$ cat config.mk
export PLATFORM = sky130hd
export DESIGN_NAME = mux_bus_rr_arbiter_flat
export DESIGN_NICKNAME = d
export VERILOG_FILES = /design/src/rtl/mux_bus_rr_arbiter_if.sv /design/src/rtl/mux_bus_rr_arbiter.sv /design/src/flat_wrapper.sv
export SDC_FILE = /design/constraint.sdc
export NUM_CORES = 1
export LEC_CHECK = 0
export ABC_CLOCK_PERIOD_IN_PS = 1700
export CAP_MARGIN = 20
export CORE_MARGIN = 10
export CORE_UTILIZATION = 35
export CTS_BUF_LIST = sky130_fd_sc_hd__clkbuf_8
export CTS_CLUSTER_SIZE = 40
export DETAILED_ROUTE_END_ITERATION = 16
export GPL_ROUTABILITY_DRIVEN = 0
export PLACE_DENSITY_LB_ADDON = 0.1
export SLEW_MARGIN = 5
export SYNTH_ARGS = -nofsm -noshare
export SYNTH_HDL_FRONTEND = slang
export SYNTH_SLANG_ARGS = --single-unit
export TNS_END_PERCENT = 10
$ cat constraint.sdc
create_clock -name clk -period 1.7 [get_ports clk]
set_input_delay 0.34 -clock clk [delete_from_list [all_inputs] [get_ports clk]]
set_output_delay 0.34 -clock clk [all_outputs]
set_load 0.02 [all_outputs]
$ cat src/rtl/mux_bus_rr_arbiter_if.sv
// rtl/mux_bus_rr_arbiter_if.sv - requester/consumer signal bundle for mux_bus_rr_arbiter
// Ports (slave = arbiter side):
//   req, last, d   requester valid, end-of-packet flag and packed data (requester i at d[i*C_WIDTH +: C_WIDTH])
//   ack            one-hot beat accept back to the requesters
//   s              current grant index
//   q, q_valid, q_last, q_ready   registered output beat and downstream handshake
//   busy           arbiter is inside a granted packet
interface mux_bus_rr_arbiter_if #(
  parameter int C_INPUTS    = 4,
  parameter int C_WIDTH     = 8,
  parameter int C_SEL_WIDTH = 2
);
  logic [C_INPUTS-1:0]         req;
  logic [C_INPUTS-1:0]         last;
  logic [C_INPUTS*C_WIDTH-1:0] d;
  logic [C_INPUTS-1:0]         ack;
  logic [C_SEL_WIDTH-1:0]      s;
  logic [C_WIDTH-1:0]          q;
  logic                        q_valid;
  logic                        q_last;
  logic                        q_ready;
  logic                        busy;

  modport master (
    output req, last, d, q_ready,
    input  ack, s, q, q_valid, q_last, busy
  );

  modport slave (
    input  req, last, d, q_ready,
    output ack, s, q, q_valid, q_last, busy
  );
endinterface

$ cat src/rtl/mux_bus_rr_arbiter.sv
// rtl/mux_bus_rr_arbiter.sv - round-robin packet arbiter driving a registered shared bus mux
// Ports:
//   clk    rising-edge clock
//   sclr   synchronous active-high reset, overrides ce
//   ce     clock enable (only used when C_HAS_CE != 0)
//   bus    mux_bus_rr_arbiter_if.slave: req/last/d in, ack/s out, q/q_valid/q_last out, q_ready in, busy out
module mux_bus_rr_arbiter #(
  parameter int C_INPUTS    = 4,
  parameter int C_WIDTH     = 8,
  parameter int C_SEL_WIDTH = 2,
  parameter int C_HAS_CE    = 0
) (
  input  logic                 clk,
  input  logic                 sclr,
  input  logic                 ce,
  mux_bus_rr_arbiter_if.slave  bus
);

  typedef enum logic {IDLE, GRANT} state_t;

  state_t                  state, state_next;
  logic [C_SEL_WIDTH-1:0]  ptr;
  logic [C_SEL_WIDTH-1:0]  sel;
  logic [C_SEL_WIDTH-1:0]  winner;
  logic                    found;
  logic                    any_req;
  logic                    ce_int;
  logic                    xfer;
  logic                    sel_req;
  logic                    sel_last;
  logic [C_WIDTH-1:0]      sel_data;
  logic [C_INPUTS-1:0]     ack_vec;
  logic [C_WIDTH-1:0]      q_reg;
  logic                    q_valid_reg;
  logic                    q_last_reg;

  assign ce_int   = (C_HAS_CE != 0) ? ce : 1'b1;
  assign any_req  = |bus.req;
  assign sel_req  = bus.req[sel];
  assign sel_last = bus.last[sel];
  assign sel_data = bus.d[int'(sel)*C_WIDTH +: C_WIDTH];

  // Search starts just after the previous packet owner, so that owner
  // becomes lowest priority for this arbitration.
  always_comb begin
    winner = sel;
    found  = 1'b0;
    for (int k = 1; k <= C_INPUTS; k++) begin
      if (!found && bus.req[(int'(ptr) + k) % C_INPUTS]) begin
        winner = C_SEL_WIDTH'((int'(ptr) + k) % C_INPUTS);
        found  = 1'b1;
      end
    end
  end

  // A beat moves only when the output register is empty or draining this
  // cycle; sclr suppresses the accept so a reset cycle never ACKs.
  always_comb begin
    state_next = state;
    xfer       = 1'b0;
    case (state)
      IDLE: begin
        if (any_req) state_next = GRANT;
      end
      GRANT: begin
        xfer = sel_req & (~q_valid_reg | bus.q_ready) & ce_int & ~sclr;
        if (xfer && sel_last) state_next = IDLE;
      end
      default: state_next = IDLE;
    endcase
  end

  always_comb begin
    ack_vec = '0;
    if (xfer) ack_vec[sel] = 1'b1;
  end

  always_ff @(posedge clk) begin
    if (sclr) begin
      state       <= IDLE;
      ptr         <= C_SEL_WIDTH'(C_INPUTS - 1);
      sel         <= '0;
      q_reg       <= '0;
      q_valid_reg <= 1'b0;
      q_last_reg  <= 1'b0;
    end else if (ce_int) begin
      state <= state_next;
      if (state == IDLE && any_req) sel <= winner;
      if (xfer) begin
        q_reg       <= sel_data;
        q_valid_reg <= 1'b1;
        q_last_reg  <= sel_last;
        if (sel_last) ptr <= sel;
      end else if (bus.q_ready) begin
        // Draining works in either state so the final beat leaves during IDLE.
        q_valid_reg <= 1'b0;
      end
    end
  end

  assign bus.ack     = ack_vec;
  assign bus.s       = sel;
  assign bus.q       = q_reg;
  assign bus.q_valid = q_valid_reg;
  assign bus.q_last  = q_last_reg;
  assign bus.busy    = (state == GRANT);

endmodule

$ cat src/flat_wrapper.sv
// flat-port wrapper written by rule: the top's interface ports become plain ports
module mux_bus_rr_arbiter_flat 
#(
  parameter int C_INPUTS    = 4,
  parameter int C_WIDTH     = 8,
  parameter int C_SEL_WIDTH = 2,
  parameter int C_HAS_CE    = 0
)
  (clk, sclr, ce, bus_req, bus_last, bus_d, bus_q_ready, bus_ack, bus_s, bus_q, bus_q_valid, bus_q_last, bus_busy);
  mux_bus_rr_arbiter_if #(.C_INPUTS(C_INPUTS), .C_WIDTH(C_WIDTH), .C_SEL_WIDTH(C_SEL_WIDTH)) bus_i ();
  input  logic clk;
  input  logic sclr;
  input  logic ce;
  input wire logic [$bits(bus_i.req)-1:0] bus_req;
  input wire logic [$bits(bus_i.last)-1:0] bus_last;
  input wire logic [$bits(bus_i.d)-1:0] bus_d;
  input wire logic [$bits(bus_i.q_ready)-1:0] bus_q_ready;
  output wire logic [$bits(bus_i.ack)-1:0] bus_ack;
  output wire logic [$bits(bus_i.s)-1:0] bus_s;
  output wire logic [$bits(bus_i.q)-1:0] bus_q;
  output wire logic [$bits(bus_i.q_valid)-1:0] bus_q_valid;
  output wire logic [$bits(bus_i.q_last)-1:0] bus_q_last;
  output wire logic [$bits(bus_i.busy)-1:0] bus_busy;
  assign bus_i.req = bus_req;
  assign bus_i.last = bus_last;
  assign bus_i.d = bus_d;
  assign bus_i.q_ready = bus_q_ready;
  assign bus_ack = bus_i.ack;
  assign bus_s = bus_i.s;
  assign bus_q = bus_i.q;
  assign bus_q_valid = bus_i.q_valid;
  assign bus_q_last = bus_i.q_last;
  assign bus_busy = bus_i.busy;
  mux_bus_rr_arbiter #(.C_INPUTS(C_INPUTS), .C_WIDTH(C_WIDTH), .C_SEL_WIDTH(C_SEL_WIDTH), .C_HAS_CE(C_HAS_CE)) u_core (.clk(clk), .sclr(sclr), .ce(ce), .bus(bus_i));
endmodule
==> reports/results.tsv <==
stage	metric	value	unit
pwr	Pint	0.784	mW
cts	CTS tree	built	
sta	fmax	621	MHz
outcome	status	finished, final reports clean	
synth	share of flip-flops with an asynchronous set or reset	0	%
cts	clock latency on the worst-skew pair	250	ps
synth	Yosys cell types	30	
routing	number of routed nets with antenna violations	0	
routing	met1 wire length	1.37	mm
global_route	first-pass GRT wire length	5.63	mm
worst_setup_path	Critical Path Sink Type	flop	
floorplanning	Die W	74.1	um
pwr	Power, Total	1.10	mW
routing	router iterations before antenna repair	4	
worst_setup_path	r2r endpoint	u_core.bus.q[7]	
flow_run	max cap viols	0	
worst_setup_path	Worst Setup EP	u_core.bus.q[7]	
routing	DRC Markers	0	
synth	mean post-synth cell area	9.77	sq um
floorplanning	I/O pin count	61	
worst_setup_path	CP bufs+invs	2	
sta	Max Clock Skew	4.83	ps
routing	Vias	1128	
cts	clk sinks	15	
pwr	sequential fraction of design power	36.1	%
synth	Mapped Cells	105	
pwr	Max IR drop VDD	0.620	mV
routing	via-per-instance ratio	5.37	
layout	layout cells sized above 1	25.7	%
global_route	vias in the first global route	1176	
cts	CTS Buffer Depth	2	
synth	Mapped Nets	149	
pwr	combinational fraction of design power	36.7	%
synth	most frequent cell after synthesis	dfxtp_1	
worst_setup_path	CP max stage delay	500	ps
routing	wire per inst	17.0	um
worst_setup_path	crit-path leading delay family	multiplexers	
place	DP Wirelength	2.98	mm
place	placed cell area	1760	sq um
worst_setup_path	slowest CP cell	mux4_2	
cts	clk root buf	clkbuf_8	
routing	top sig layer	met4	
layout	Area Growth Syn to Fin	77.3	%
worst_setup_path	worst reg2reg startpoint	u_core.bus.s[1]	
synth	post-synthesis sequential area ratio	29.3	%
min_path	Hold WC Path Type	reg2reg	
cts	TritonCTS buffer count	3	
worst_setup_path	R2R Setup Slk	90	ps
sta	Pins Over Slew Limit	0	
layout	max reg flops	8	
worst_setup_path	crit-path max FO	10	
pwr	clock share of power	27.2	%
worst_setup_path	Req. time, crit path	1840	ps
floorplanning	row cnt	19	
pwr	Pleak	0.794	nW
routing	1st-iter DRT viols	34	
cts	Clk pin slew, worst setup/hold paths	70	ps
sta	period utilization	94.7	%
worst_setup_path	critical path class	reg2reg	
pwr	Psw	0.314	mW
layout	Filler cells	261	
floorplanning	Starting Density	36.9	%
floorplanning	core box area	2780	sq um
synth	EDFF count, synth	0	
sta	worst-margin pin slew	311	ps
cts	H-tree depth	1	
floorplanning	Die Footprint	5500	sq um
global_route	Total GRT Usage	12.7	%
synth	Synth Warn #	0	
synth	dominant cells by area after synthesis	dfxtp_1 (29%), mux4_2 (20%), mux2i_1 (8.8%)	
worst_setup_path	crit path DAT	1750	ps
synth	Mapped Area	1030	sq um
place	Port Buffers	59	
worst_setup_path	CP Launch Point	u_core.bus.s[1]	
synth	top cells by instance count after synthesis	dfxtp_1 (15), nor2_1 (14), mux2i_1 (9), mux4_2 (9), inv_1 (7)	
cts	Post-CTS Setup Bufs	0	
synth	share of the synthesized area in the top cell type	29.3	%
sta	Slew headroom	78.7	%
routing	met2 wire len	1.88	mm
worst_setup_path	CP Launch Type	flop	
global_route	grt ovf	0	
global_route	pin count of the biggest net entering global routing	18	
sta	RSZ-0062 raised after global routing	false	
worst_setup_path	critical-path cell list	buf_4, mux4_2, nand3_2, buf_12, mux2i_1, nor2_1	
routing	met3 routed WL	297	um
sta	Final Hold Fails	0	
synth	top_reg_cell synth	dfxtp_1	
pwr	Sw Share	28.6	%
floorplanning	die height	74.1	um
routing	Detailed Route WL	3.57	mm
sta	crit path time final	1610	ps
layout	Design Area, Final	1820	sq um
global_route	initial antenna violation count	0	
worst_setup_path	critical path depth in cells	6	
layout	fin nets	224	
sta	setup violators final	0	
synth	Synth Register Bits	15	
worst_setup_path	worst r2r path cells	6	
layout	antenna cell count	0	
synth	cell accounting for the most synthesized area	dfxtp_1	
pwr	pwr dens	603	nW/um^2
## power by group through the flow
stage,Sequential (mW),Combinational (mW),Clock [mW]
floorplan,0.418,0.185,0
global placement,0.401,0.400,0
detailed placement,0.402,0.407,0
CTS,0.395,0.407,0.305
global route,0.400,0.433,0.326
finish,0.396,0.403,0.299
## cell families (layout without fill, tap and decap cells)
group,Yosys count,after routing,share of synthesized area (%)
muxes,18,18,28.5
and+or+nand+nor,37,37,19.0
DFF,15,15,29.3
AOI/OAI and AO/OA,18,18,14.0
buffers and inverters,17,91,9.15
## worst min path at each step
| stage | startpoint | endpoint | slack, ps | cells after the start |
|---|---|---|---|---|
| after floorplan | bus_req[2] | u_core.bus.s[1] | 530 | 2 |
| after global placement | u_core.bus.q_last | u_core.bus.q_last | 440 | 2 |
| after detailed placement | u_core.bus.q_last | u_core.bus.q_last | 450 | 2 |
| after CTS | u_core.bus.q_last | u_core.bus.q_last | 460 | 2 |
| after global routing | u_core.bus.q_last | u_core.bus.q_last | 470 | 2 |
| final | u_core.bus.q_last | u_core.bus.q_last | 460 | 2 |
## worst reg2reg max path, cell delays in order (launching register included)
cell and delay [ps]:
dfxtp_2 350, buf_4 150, mux4_2 500, nand3_2 110, buf_12 140, mux2i_1 190
nor2_1 60
## routing by layer
metal,vias up,GRT usage (%)
li1,542,-
met1,534,13.3
met2,48,23.9
met3,4,3.99
met4,0,3.11
met5,-,0
## stage by stage
stage | setup TNS, ps | hold slack (ps) | setup slack (ps) | utilization, % | cells
finish | 0 | 456 | 89.4 | 65.4 | 210
global route | 0 | 473 | 0.403 | 65.4 | 210
CTS | 0 | 458 | 11.6 | 65.2 | 210
detailed placement | -6670 | 448 | -682 | 63.4 | 206
global placement | -6120 | 444 | -667 | 63.4 | 206
floorplan | -538 | 530 | -240 | - | 105
## repair_timing
item	in CTS	in global routing
hold buffers	0	0
endpoints found under the setup margin	14	10
pin swaps	2	0
resized for setup	36	3
## cells in the final DEF, fill, tap and decap left out, types with 4 or more instances in the layout
cell / count
a21oi_1: 4
buf_4: 17
buf_6: 4
clkdlybuf4s50_1: 45
dfxtp_1: 14
dlygate4sd2_1: 8
inv_1: 7
mux2i_1: 9
mux4_2: 9
nor2_1: 14
o22ai_1: 4
## area by class of cell
type                    count  area [sq um]  share of cell area (%)
clock buffers               3          41.3                    2.27
multi-input cells          73           651                    35.8
inverters                   7          26.3                    1.44
repair buffers             80           753                    41.4
well taps                  31          38.8                    2.13
clock inverters             1          7.51                   0.413
flip-flops and latches     15           302                    16.6
Power figures use the tool's default switching activity.
